File: src/rtl/fifo_vc_pkg.sv
// Shared defaults for the per-VC FIFO slice: word width, depth and flag thresholds.
// demux_vcid, fifo_vc and the VC arbiter all size themselves from these.
package fifo_vc_pkg;

  localparam int FIFO_DATA_WIDTH = 6;  // bits[5:4] class tag, bits[3:0] payload
  localparam int FIFO_ADDR_WIDTH = 2;
  localparam int FIFO_AF_THRESH  = 3;
  localparam int FIFO_AE_THRESH  = 1;

endpackage

File: src/rtl/fifo_vc_mem_dp.sv
// DEPTH x DATA_WIDTH storage for fifo_vc: synchronous write port and a
// registered read port that holds its last value when not read.
module fifo_vc_mem_dp
  import fifo_vc_pkg::*;
#(
  parameter int DATA_WIDTH = FIFO_DATA_WIDTH,
  parameter int ADDR_WIDTH = FIFO_ADDR_WIDTH
) (
  input  logic                  clk,
  input  logic                  reset,
  input  logic                  wr_en,
  input  logic [ADDR_WIDTH-1:0] wr_addr,
  input  logic [DATA_WIDTH-1:0] wr_data,
  input  logic                  rd_en,
  input  logic [ADDR_WIDTH-1:0] rd_addr,
  output logic [DATA_WIDTH-1:0] rd_data
);

  localparam int DEPTH = 1 << ADDR_WIDTH;

  logic [DATA_WIDTH-1:0] mem [DEPTH];

  // Storage array is intentionally not reset.
  always_ff @(posedge clk) begin
    if (wr_en) begin
      mem[wr_addr] <= wr_data;
    end else begin
      mem[wr_addr] <= mem[wr_addr];
    end
  end

  // Read-before-write: a read and write to the same slot returns the old word.
  always_ff @(posedge clk) begin
    if (reset) begin
      rd_data <= {DATA_WIDTH{1'b0}};
    end else if (rd_en) begin
      rd_data <= mem[rd_addr];
    end else begin
      rd_data <= rd_data;
    end
  end

endmodule

File: src/rtl/fifo_vc.sv
// Per-virtual-channel FIFO: pointers, occupancy count, status flags and sticky error.
// almost_full is upstream backpressure; empty/almost_empty feed the VC arbiter.
module fifo_vc
  import fifo_vc_pkg::*;
#(
  parameter int DATA_WIDTH = FIFO_DATA_WIDTH,
  parameter int ADDR_WIDTH = FIFO_ADDR_WIDTH,
  parameter int AF_THRESH  = FIFO_AF_THRESH,
  parameter int AE_THRESH  = FIFO_AE_THRESH
) (
  input  logic                  clk,
  input  logic                  reset,
  input  logic                  push,
  input  logic [DATA_WIDTH-1:0] data_in,
  input  logic                  pop,
  output logic [DATA_WIDTH-1:0] data_out,
  output logic                  valid_out,
  output logic                  full,
  output logic                  empty,
  output logic                  almost_full,
  output logic                  almost_empty,
  output logic                  error,
  output logic [ADDR_WIDTH:0]   count
);

  localparam logic [ADDR_WIDTH:0]   CNT_ZERO  = {(ADDR_WIDTH + 1){1'b0}};
  localparam logic [ADDR_WIDTH:0]   CNT_ONE   = {{ADDR_WIDTH{1'b0}}, 1'b1};
  localparam logic [ADDR_WIDTH:0]   CNT_DEPTH = {1'b1, {ADDR_WIDTH{1'b0}}};
  localparam logic [ADDR_WIDTH:0]   CNT_AF    = AF_THRESH[ADDR_WIDTH:0];
  localparam logic [ADDR_WIDTH:0]   CNT_AE    = AE_THRESH[ADDR_WIDTH:0];
  localparam logic [ADDR_WIDTH-1:0] PTR_ZERO  = {ADDR_WIDTH{1'b0}};
  localparam logic [ADDR_WIDTH-1:0] PTR_ONE   = {{(ADDR_WIDTH - 1){1'b0}}, 1'b1};

  logic [ADDR_WIDTH-1:0] wr_ptr;
  logic [ADDR_WIDTH-1:0] rd_ptr;
  logic                  do_push;
  logic                  do_pop;
  logic                  overflow;
  logic                  underflow;

  assign empty        = (count == CNT_ZERO);
  assign full         = (count == CNT_DEPTH);
  assign almost_full  = (count >= CNT_AF);
  assign almost_empty = (count <= CNT_AE);

  // A pop frees a slot, so a push while full is still accepted alongside it.
  // Pop on empty is ignored without error when a push arrives (no bypass).
  always_comb begin
    do_pop    = 1'b0;
    do_push   = 1'b0;
    overflow  = 1'b0;
    underflow = 1'b0;
    do_pop    = pop && !empty;
    do_push   = push && (!full || do_pop);
    overflow  = push && !do_push;
    underflow = pop && empty && !push;
  end

  always_ff @(posedge clk) begin
    if (reset) begin
      wr_ptr    <= PTR_ZERO;
      rd_ptr    <= PTR_ZERO;
      count     <= CNT_ZERO;
      valid_out <= 1'b0;
      error     <= 1'b0;
    end else begin
      wr_ptr    <= do_push ? (wr_ptr + PTR_ONE) : wr_ptr;
      rd_ptr    <= do_pop  ? (rd_ptr + PTR_ONE) : rd_ptr;
      valid_out <= do_pop;
      error     <= error | overflow | underflow;
      case ({do_push, do_pop})
        2'b10:   count <= count + CNT_ONE;
        2'b01:   count <= count - CNT_ONE;
        default: count <= count;
      endcase
    end
  end

  fifo_vc_mem_dp #(
    .DATA_WIDTH(DATA_WIDTH),
    .ADDR_WIDTH(ADDR_WIDTH)
  ) u_mem (
    .clk     (clk),
    .reset   (reset),
    .wr_en   (do_push),
    .wr_addr (wr_ptr),
    .wr_data (data_in),
    .rd_en   (do_pop),
    .rd_addr (rd_ptr),
    .rd_data (data_out)
  );

endmodule

File: config.mk
export PLATFORM = sky130hd
export DESIGN_NAME = fifo_vc
export DESIGN_NICKNAME = d
export VERILOG_FILES = /design/src/rtl/fifo_vc_pkg.sv /design/src/rtl/fifo_vc_mem_dp.sv /design/src/rtl/fifo_vc.sv
export SDC_FILE = /design/constraint.sdc
export NUM_CORES = 1
export LEC_CHECK = 0
export CAP_MARGIN = 15
export CORE_MARGIN = 1.5
export CORE_UTILIZATION = 25
export CTS_BUF_LIST = sky130_fd_sc_hd__clkbuf_4
export DETAILED_ROUTE_END_ITERATION = 12
export PLACE_DENSITY_LB_ADDON = 0.1
export SLEW_MARGIN = 20
export SYNTH_ARGS = -nofsm -noshare
export SYNTH_HDL_FRONTEND = slang
export SYNTH_SLANG_ARGS = --single-unit
export TNS_END_PERCENT = 30
File: constraint.sdc
create_clock -name clk -period 5 [get_ports clk]
set_input_delay 1 -clock clk [delete_from_list [all_inputs] [get_ports clk]]
set_output_delay 1 -clock clk [all_outputs]
set_load 0.005 [all_outputs]
==> run_results.csv, run 1 <==
group,metric,value,unit
status,status,"finished clean",
timing,post-route-min-period,3030,ps
yosys,ys.warnings.count,0,
drt,vias_per_cell,4.35,
yosys,ys_async_sr_fraction,0,
yosys,yosysMostFrequentCell,"edfxtp_1",
global_routing,grt_overflow,0,
cts,path_clk_slew,120,ps
power_and_ir_drop,fin_total_pwr,1.03,mW
yosys,yosysTopAreaCell,"edfxtp_1",
drt,drt_iter0_drc,50,
die,coreArea,6760,sq um
die,io_pins,25,
timing,slew_headroom,0.587,
yosys,synth-main-ff-cell,"edfxtp_1",
yosys,synth_xor_area_frac,0.0151,
die,die_x,86.5,microns
setup_path,cp_slowest_cell,"clkdlybuf4s50_1",
die,die_area,7480,sq um
cells_and_area,final_net_count,172,
setup_path,critPathLaunchType,"flop",
setup_path,max_stage_delay,490,ps
global_routing,gr-usage-all-layers,0.0950,
setup_path,cp_cell_sequence,"inv_1 -> ha_1 -> nand2_1 -> inv_1 -> clkdlybuf4s50_1",
timing,slew_violations,0,
cts,cts_buffers,5,
placed_design,portBuffers,24,
drt,vias,1017,
placed_design,gp_congestion,0.728,
die,fp.dieH,86.5,microns
timing,rsz0062_at_grt,"false",
yosys,synth-edff-count,24,
setup_path,cpMostUsedCell,"inv_1",
timing,hold_viol,0,
setup_path,path_class,"reg2out",
cts,cts_root_buffer,"clkbuf_4",
yosys,synth_cells,129,
cts,cts_setup_buffers,0,
drt,wl,3140,microns
placed_design,dp_hpwl,2360,microns
setup_path,crit_required,4000,ps
die,rows,30,
power_and_ir_drop,p_leak,0.781,nW
global_routing,grt_pass1_vias,1053,
cells_and_area,final_util,0.313,
yosys,synth_nets,148,
yosys,synth_cell_types,33,
cells_and_area,antennaDiodeCount,0,
drt,route.detailed.drc,0,
timing,fmax,330,MHz
yosys,syn-cell-area,1740,sq um
global_routing,antenna_found_initial,0,
global_routing,grt_pass1_wl,5420,microns
worst_hold_path,worstHoldPathType,"reg2reg",
cts,cts_resized,0,
yosys,synth_top_area_share,0.414,
yosys,synth_compound_area_frac,0.0524,
placed_design,dp.cells,226,
drt,ant_nets,0,
drt,avgRoutedWirePerCell,13.4,microns
cells_and_area,syn_to_final_growth,21.3,%
drt,firstDrtPassIters,4,
yosys,synthTopCellsByArea,"edfxtp_1, dfxtp_1, mux4_2",
yosys,synthMuxAreaShare,0.118,
cells_and_area,nFillCells,672,
cts,clk_path_buf_depth,2,
timing,clock_skew,1.58,ps
setup_path,cp_max_fo,9,
cts,clock-sinks,39,
timing,setup_viol,0,
cts,cts_tree,"yes",
setup_path,crit_path_end_kind,"output port",
flow_run,drv_cap,0,
timing,period_share,0.607,
cells_and_area,fin_cells,234,
yosys,synth_area_per_cell,13.5,sq um
yosys,ys_seq_area_frac,0.586,
yosys,synth_top_family_by_area,"multiplexers",
cts,hold_buffers,0,
yosys,ys_ff_latch,39,
global_routing,grt_max_degree,17,
power_and_ir_drop,ir_drop,0.000117,V
power_and_ir_drop,p_per_area,486,nW/um^2
timing,worst_slew_pin_slew,618,ps
cells_and_area,drive_gt1_frac,0.130,
yosys,yosys-top-cells-count,"edfxtp_1, nor2_1, dfxtp_1",
yosys,synth_fa_ha_area_frac,0.0711,
cts,insertion_delay,340,ps
yosys,synthSimpleGateAreaFrac,0.109,
timing,finalSetupTns,0,ps
cts,cts_htree_levels,2,
setup_path,cp.arrival,2030,ps
die,start_util,0.258,
==> path summary, 6_finish.rpt <==
kind | startpoint | end | slack, ps | cells past startpoint
max | count[1]$_SDFFE_PP0P_ | full | 1970 | 5
min | error$_SDFF_PP0_ | error$_SDFF_PP0_ | 500 | 2
max reg2reg | count[1]$_SDFFE_PP0P_ | u_mem.mem[0][5]$_DFFE_PP_ | 3000 | 5
min reg2reg | error$_SDFF_PP0_ | error$_SDFF_PP0_ | 500 | 2
==> cells by family after synthesis <==
family | after synthesis
flops | 39
mux | 13
fa+ha+maj | 10
buf+inv | 15
simple gates | 35
xor+xnor | 3
compound gates | 14
==> sequential cells by signal, indices dropped and copies added (netlist names) <==
register       count
valid_out          1
u_mem.rd_data      6
rd_ptr             2
error              1
wr_ptr             2
count              3
u_mem.mem         24
==> layer usage <==
| metal | track usage | share of wire | up-vias | routed length (microns) |
|---|---|---|---|---|
| li1 | - | - | 506 | - |
| met4 | 0.0352 | 0.0054 | 0 | 17 |
| met1 | 0.131 | 0.51 | 487 | 1610 |
| met5 | 0 | 0 | - | 0 |
| met3 | 0.0343 | 0.042 | 3 | 132 |
| met2 | 0.137 | 0.44 | 21 | 1380 |
==> cells in the final DEF (no fill, tap or decap) <==
master,count
clkdlybuf4s50_1,24
edfxtp_1,24
nor2_1,17
dfxtp_1,15
ha_1,9
inv_1,8
mux2i_1,7
mux4_2,6
a21oi_1,5
clkbuf_4,5
and2_1,4
nand2_1,3
nand3_1,3
nand2b_2,2
xor2_1,2
o21a_1,1
o21ai_0,1
nand2_4,1
nor2b_2,1
o22ai_1,1
nand2b_4,1
maj3_2,1
o2111ai_1,1
o41ai_1,1
nand3b_1,1
a21o_1,1
or3b_1,1
o21ai_1,1
nor3b_1,1
a311oi_1,1
o31a_1,1
xnor2_1,1
bufinv_16,1
inv_6,1
clkinvlp_4,1
==> cell type report <==
class	instances	area, sq um	share of cell area
Clock buffer	5	37.5	0.0178
Multi-Input combinational cell	75	637	0.302
Clock inverter	3	46.3	0.0219
Sequential cell	39	1020	0.483
Inverter	8	30.0	0.0142
Timing Repair Buffer	24	240	0.114
Tap cell	80	100	0.0474
==> stage by stage <==
stage	hold WS, ps	setup slack [ps]	cell area (sq um)
floorplan	460	2980	1740
global placement	456	2330	2030
detailed placement	481	2280	2030
CTS	514	1950	2110
global route	530	1790	2110
finish	503	1970	2110
==> report_power, final <==
part           internal (mW)  switching (mW)
Sequential             0.393          0.0515
Combinational          0.208           0.157
Clock                  0.107           0.110
Total                  0.709           0.319
==> worst max-delay path, delay by kind of cell, from the launching register on <==
family,cells,cell delay [ps]
adder cells (fa/ha/maj),1,390
flip-flops,1,380
buffers and inverters,3,760
AND/OR/NAND/NOR,1,160
(Power assumes the default switching activity.)
==> run 2: changes to the inputs <==
==> constraint.sdc (replaced) <==
create_clock -name clk -period 2.7 [get_ports clk]
set_input_delay 0.54 -clock clk [delete_from_list [all_inputs] [get_ports clk]]
set_output_delay 0.54 -clock clk [all_outputs]
set_load 0.005 [all_outputs]
==> run_results.csv, run 2 (synthesis gave the netlist of run 1 again) <==
group,metric,value,unit
timing,fmax,395,MHz
global_routing,gr-usage-all-layers,0.0983,
global_routing,grt_pass1_vias,1035,
die,fp.dieH,86.5,microns
setup_path,path_class,"reg2out",
worst_hold_path,whs_endpoint,"error$_SDFF_PP0_",
setup_path,cp.arrival,1990,ps
timing,rsz0062_at_grt,"false",
setup_path,cp_max_fo,9,
cts,cts_setup_buffers,0,
timing,post-route-min-period,2530,ps
global_routing,grt_max_degree,13,
timing,slew_headroom,0.633,
setup_path,r2r_cells,5,
cts,clock-sinks,39,
drt,ant_nets,0,
setup_path,r2r-start,"count[0]$_SDFFE_PP0P_",
cells_and_area,nFillCells,688,
placed_design,portBuffers,24,
cts,cts_buffers,5,
cts,cts_resized,0,
cts,hold_buffers,0,
power_and_ir_drop,p_leak,0.785,nW
timing,hold_viol,0,
drt,firstDrtPassIters,4,
global_routing,grt_overflow,0,
cells_and_area,antennaDiodeCount,0,
cells_and_area,largest_reg_flops,24,
cells_and_area,reg_top3,"u_mem.mem: 24 flops, u_mem.rd_data: 6 flops, count: 3 flops",
die,coreArea,6760,sq um
global_routing,antenna_found_initial,0,
setup_path,critPathLaunchType,"flop",
setup_path,crit_required,2160,ps
drt,vias,1024,
cts,clk_path_buf_depth,2,
cells_and_area,regMostFlops,"u_mem.mem",
global_routing,grt_pass1_wl,5390,microns
die,die_x,86.5,microns
status,status,"finished clean",
cts,insertion_delay,340,ps
timing,slew_violations,0,
timing,clock_skew,16.3,ps
cells_and_area,final_cell_mix,"clkdlybuf4s50_1, edfxtp_1, nor2_1, dfxtp_1, ha_1",
die,rows,30,
cts,path_clk_slew,120,ps
drt,route.detailed.drc,0,
cts,cts_root_buffer,"clkbuf_4",
drt,wl,3290,microns
cells_and_area,syn_to_final_growth,21.0,%
worst_hold_path,min_from,"error$_SDFF_PP0_",
timing,whs,495,ps
flow_run,drv_cap,0,
cells_and_area,drive_gt1_frac,0.146,
die,start_util,0.258,
drt,avgRoutedWirePerCell,13.9,microns
power_and_ir_drop,p_per_area,859,nW/um^2
cts,cts_tree,"yes",
die,io_pins,25,
cells_and_area,final_net_count,175,
setup_path,timing.reg2reg.setup_slack,700,ps
setup_path,crit_path_end_kind,"output port",
drt,drt_iter0_drc,82,
timing,worst_slew_pin_slew,550,ps
die,die_area,7480,sq um
placed_design,gp_congestion,0.749,
setup_path,reg2reg_to,"u_mem.mem[0][2]$_DFFE_PP_",
drt,vias_per_cell,4.32,
timing,period_share,0.939,
timing,finalSetupTns,0,ps
power_and_ir_drop,ir_drop,0.000196,V
placed_design,dp_hpwl,2380,microns
timing,setup_viol,0,
cts,cts_htree_levels,2,
worst_hold_path,worstHoldPathType,"reg2reg",
worst_hold_path,min_path_cells,2,
[run 2: cell count changes in the layout (fill, tap and decap cells not counted), sizes merged]
| cell | change |
|---|---|
| clkinv | +1 |
| buf | +3 |
| inv | -1 |
| clkbuf | +1 |
| bufinv | -1 |
[run 2: layer usage]
metal	part of all wire	routed length (microns)	vias up	GRT usage
met1	0.51	1690	486	0.134
li1	-	-	513	-
met2	0.43	1410	20	0.143
met5	0	0	-	0
met3	0.046	153	5	0.0371
met4	0.012	41	0	0.0352
[run 2: layout make-up]
| type | instances | area, sq um | share of cell area |
|---|---|---|---|
| clock buffer | 6 | 45.0 | 0.0214 |
| timing repair buffer | 27 | 263 | 0.125 |
| multi-input combinational | 75 | 637 | 0.302 |
| tap | 80 | 100 | 0.0475 |
| sequential | 39 | 1020 | 0.484 |
| inverter | 8 | 30.0 | 0.0142 |
| clock inverter | 2 | 12.5 | 0.00593 |
[run 2: through the flow]
stage | utilization | setup WS (ps) | cell area (sq um) | power (mW) | std cells
floorplan | - | 986 | 1740 | 1.26 | 129
global placement | 0.304 | 574 | 2050 | 1.54 | 229
detailed placement | 0.304 | 545 | 2050 | 1.54 | 229
CTS | 0.312 | 138 | 2110 | 1.85 | 237
global route | 0.312 | 23.3 | 2110 | 1.95 | 237
finish | 0.312 | 166 | 2110 | 1.81 | 237
[run 2: how the worst max path moves through the flow]
| stage | slack, ps | cells past startpoint | endpoint | start |
|---|---|---|---|---|
| floorplan | 990 | 6 | u_mem.mem[0][0]$_DFFE_PP_ | count[0]$_SDFFE_PP0P_ |
| global placement | 570 | 5 | empty | count[1]$_SDFFE_PP0P_ |
| detailed placement | 550 | 5 | empty | count[1]$_SDFFE_PP0P_ |
| CTS | 140 | 5 | empty | count[1]$_SDFFE_PP0P_ |
| global route | 20 | 5 | empty | count[1]$_SDFFE_PP0P_ |
| finish | 170 | 5 | empty | count[1]$_SDFFE_PP0P_ |
[run 2: critical path: stages, from the launching register on]
cell,delay [ps]
dfxtp_1,370
inv_1,170
ha_1,370
nand2b_2,160
inv_1,80
clkdlybuf4s50_1,500
[run 2: where the power goes]
part / switching (mW) / leakage, nW / total (mW) / internal (mW)
logic: 0.295 / 0.410 / 0.683 / 0.388
clock network: 0.194 / 0.0317 / 0.305 / 0.111
registers: 0.0955 / 0.343 / 0.824 / 0.728
==> run 3: changes to the inputs <==
--- a/config.mk
+++ b/config.mk
@@ -9,7 +9,9 @@
 export CORE_MARGIN = 1.5
 export CORE_UTILIZATION = 25
 export CTS_BUF_LIST = sky130_fd_sc_hd__clkbuf_4
+export CTS_CLUSTER_SIZE = 12
 export DETAILED_ROUTE_END_ITERATION = 12
+export MAX_ROUTING_LAYER = met4
 export PLACE_DENSITY_LB_ADDON = 0.1
 export SLEW_MARGIN = 20
 export SYNTH_ARGS = -nofsm -noshare
==> run_results.csv, run 3 (synthesis gave the netlist of run 1 again) <==
group,metric,value,unit
power_and_ir_drop,internal_power,1.23,mW
cts,hold_buffers,0,
timing,setup_viol,0,
timing,whs,495,ps
cells_and_area,syn_to_final_growth,21.0,%
timing,worst_slew_pin_slew,550,ps
power_and_ir_drop,p_leak,0.785,nW
setup_path,crit_required,2160,ps
die,coreArea,6760,sq um
drt,wl,3290,microns
power_and_ir_drop,ir_drop,0.000196,V
cells_and_area,drive_gt1_frac,0.146,
die,rows,30,
cts,cts_resized,0,
cells_and_area,final_area,2110,sq um
cts,insertion_delay,340,ps
timing,fmax,395,MHz
drt,avgRoutedWirePerCell,13.9,microns
cts,cts_htree_levels,2,
timing,finalSetupTns,0,ps
drt,firstDrtPassIters,4,
global_routing,met3_usage,0.0352,
power_and_ir_drop,fin_total_pwr,1.81,mW
timing,hold_viol,0,
cells_and_area,nFillCells,688,
placed_design,place_area,2050,sq um
power_and_ir_drop,comb_power_share,0.377,
timing,rsz0062_at_grt,"false",
setup_path,crit_path_end_kind,"output port",
drt,vias,1024,
placed_design,gp_congestion,0.758,
worst_hold_path,worstHoldPathType,"reg2reg",
cells_and_area,reg_top3,"u_mem.mem: 24 flops, u_mem.rd_data: 6 flops, count: 3 flops",
drt,ant_nets,0,
cts,cts_tree,"yes",
cts,path_clk_slew,120,ps
cells_and_area,antennaDiodeCount,0,
timing,slew_violations,0,
timing,period_share,0.939,
global_routing,met1_usage,0.135,
power_and_ir_drop,pwr-share-clk,0.168,
drt,drt_iter0_drc,82,
cells_and_area,regMostFlops,"u_mem.mem",
setup_path,path_class,"reg2out",
global_routing,grt_max_degree,13,
die,start_util,0.258,
placed_design,dp_hpwl,2380,microns
die,die_x,86.5,microns
cts,clock-sinks,39,
global_routing,gr-usage-met2,0.143,
global_routing,antenna_found_initial,0,
setup_path,cp_max_fo,9,
worst_hold_path,min_path_cells,2,
setup_path,r2r_cells,5,
global_routing,grt_pass1_wl,5390,microns
setup_path,critPathLaunchType,"flop",
power_and_ir_drop,switching_share,0.323,
global_routing,top_usage_layer,"met2",
flow_run,drv_cap,0,
cts,cts_buffers,5,
drt,route.detailed.drc,0,
die,die_area,7480,sq um
cells_and_area,largest_reg_flops,24,
power_and_ir_drop,seq_power_share,0.455,
drt,vias_per_cell,4.32,
power_and_ir_drop,switching_power,0.584,mW
cells_and_area,final_cell_mix,"clkdlybuf4s50_1, edfxtp_1, nor2_1, dfxtp_1, ha_1",
cts,clk_path_buf_depth,2,
setup_path,cp.arrival,1990,ps
timing,post-route-min-period,2530,ps
status,status,"finished clean",
global_routing,grt_overflow,0,
cts,cts_root_buffer,"clkbuf_4",
die,fp.dieH,86.5,microns
global_routing,gr-usage-all-layers,0.101,
global_routing,grt_pass1_vias,1035,
cells_and_area,final_net_count,175,
power_and_ir_drop,p_per_area,859,nW/um^2
cts,cts_setup_buffers,0,
die,io_pins,25,
timing,clock_skew,16.3,ps
placed_design,portBuffers,24,
timing,slew_headroom,0.633,
==> run 3: worst max-delay path: stages (launching register included) <==
cell,delay [ps]
dfxtp_1,370
inv_1,170
ha_1,370
nand2b_2,160
inv_1,80
clkdlybuf4s50_1,500
==> run 3: cell type report <==
type | count | area (sq um) | area share
clock buffer | 6 | 45.0 | 0.0214
clock inverter | 2 | 12.5 | 0.00593
inverter | 8 | 30.0 | 0.0142
multi-input combinational | 75 | 637 | 0.302
sequential | 39 | 1020 | 0.484
tap | 80 | 100 | 0.0475
timing repair buffer | 27 | 263 | 0.125
==> run 3: final timing paths <==
path / start / endpoint / slack, ps
setup reg to reg: count[0]$_SDFFE_PP0P_ / u_mem.mem[0][2]$_DFFE_PP_ / 700
setup / recovery: count[1]$_SDFFE_PP0P_ / empty / 170
hold reg to reg: error$_SDFF_PP0_ / error$_SDFF_PP0_ / 500
hold / removal: error$_SDFF_PP0_ / error$_SDFF_PP0_ / 500
==> run 3: per-stage QoR <==
| stage | worst slack (ps) | std cells | utilization |
|---|---|---|---|
| global placement | 574 | 229 | 0.304 |
| CTS | 138 | 237 | 0.312 |
| finish | 166 | 237 | 0.312 |
| floorplan | 986 | 129 | - |
| global route | 23.3 | 237 | 0.312 |
| detailed placement | 545 | 229 | 0.304 |
==> run 3: power groups by stage <==
| stage | clock (mW) | combinational (mW) | sequential (mW) |
|---|---|---|---|
| global route | 0.341 | 0.758 | 0.847 |
| floorplan | 0 | 0.463 | 0.797 |
| CTS | 0.322 | 0.695 | 0.831 |
| detailed placement | 0 | 0.694 | 0.843 |
| global placement | 0 | 0.692 | 0.845 |
| finish | 0.304 | 0.683 | 0.824 |
==> run 3: per-layer routing <==
metal | vias to the layer above | share of wire
met5 | - | 0
met4 | 0 | 0.012
met3 | 5 | 0.043
met2 | 20 | 0.43
met1 | 486 | 0.52
li1 | 513 | -
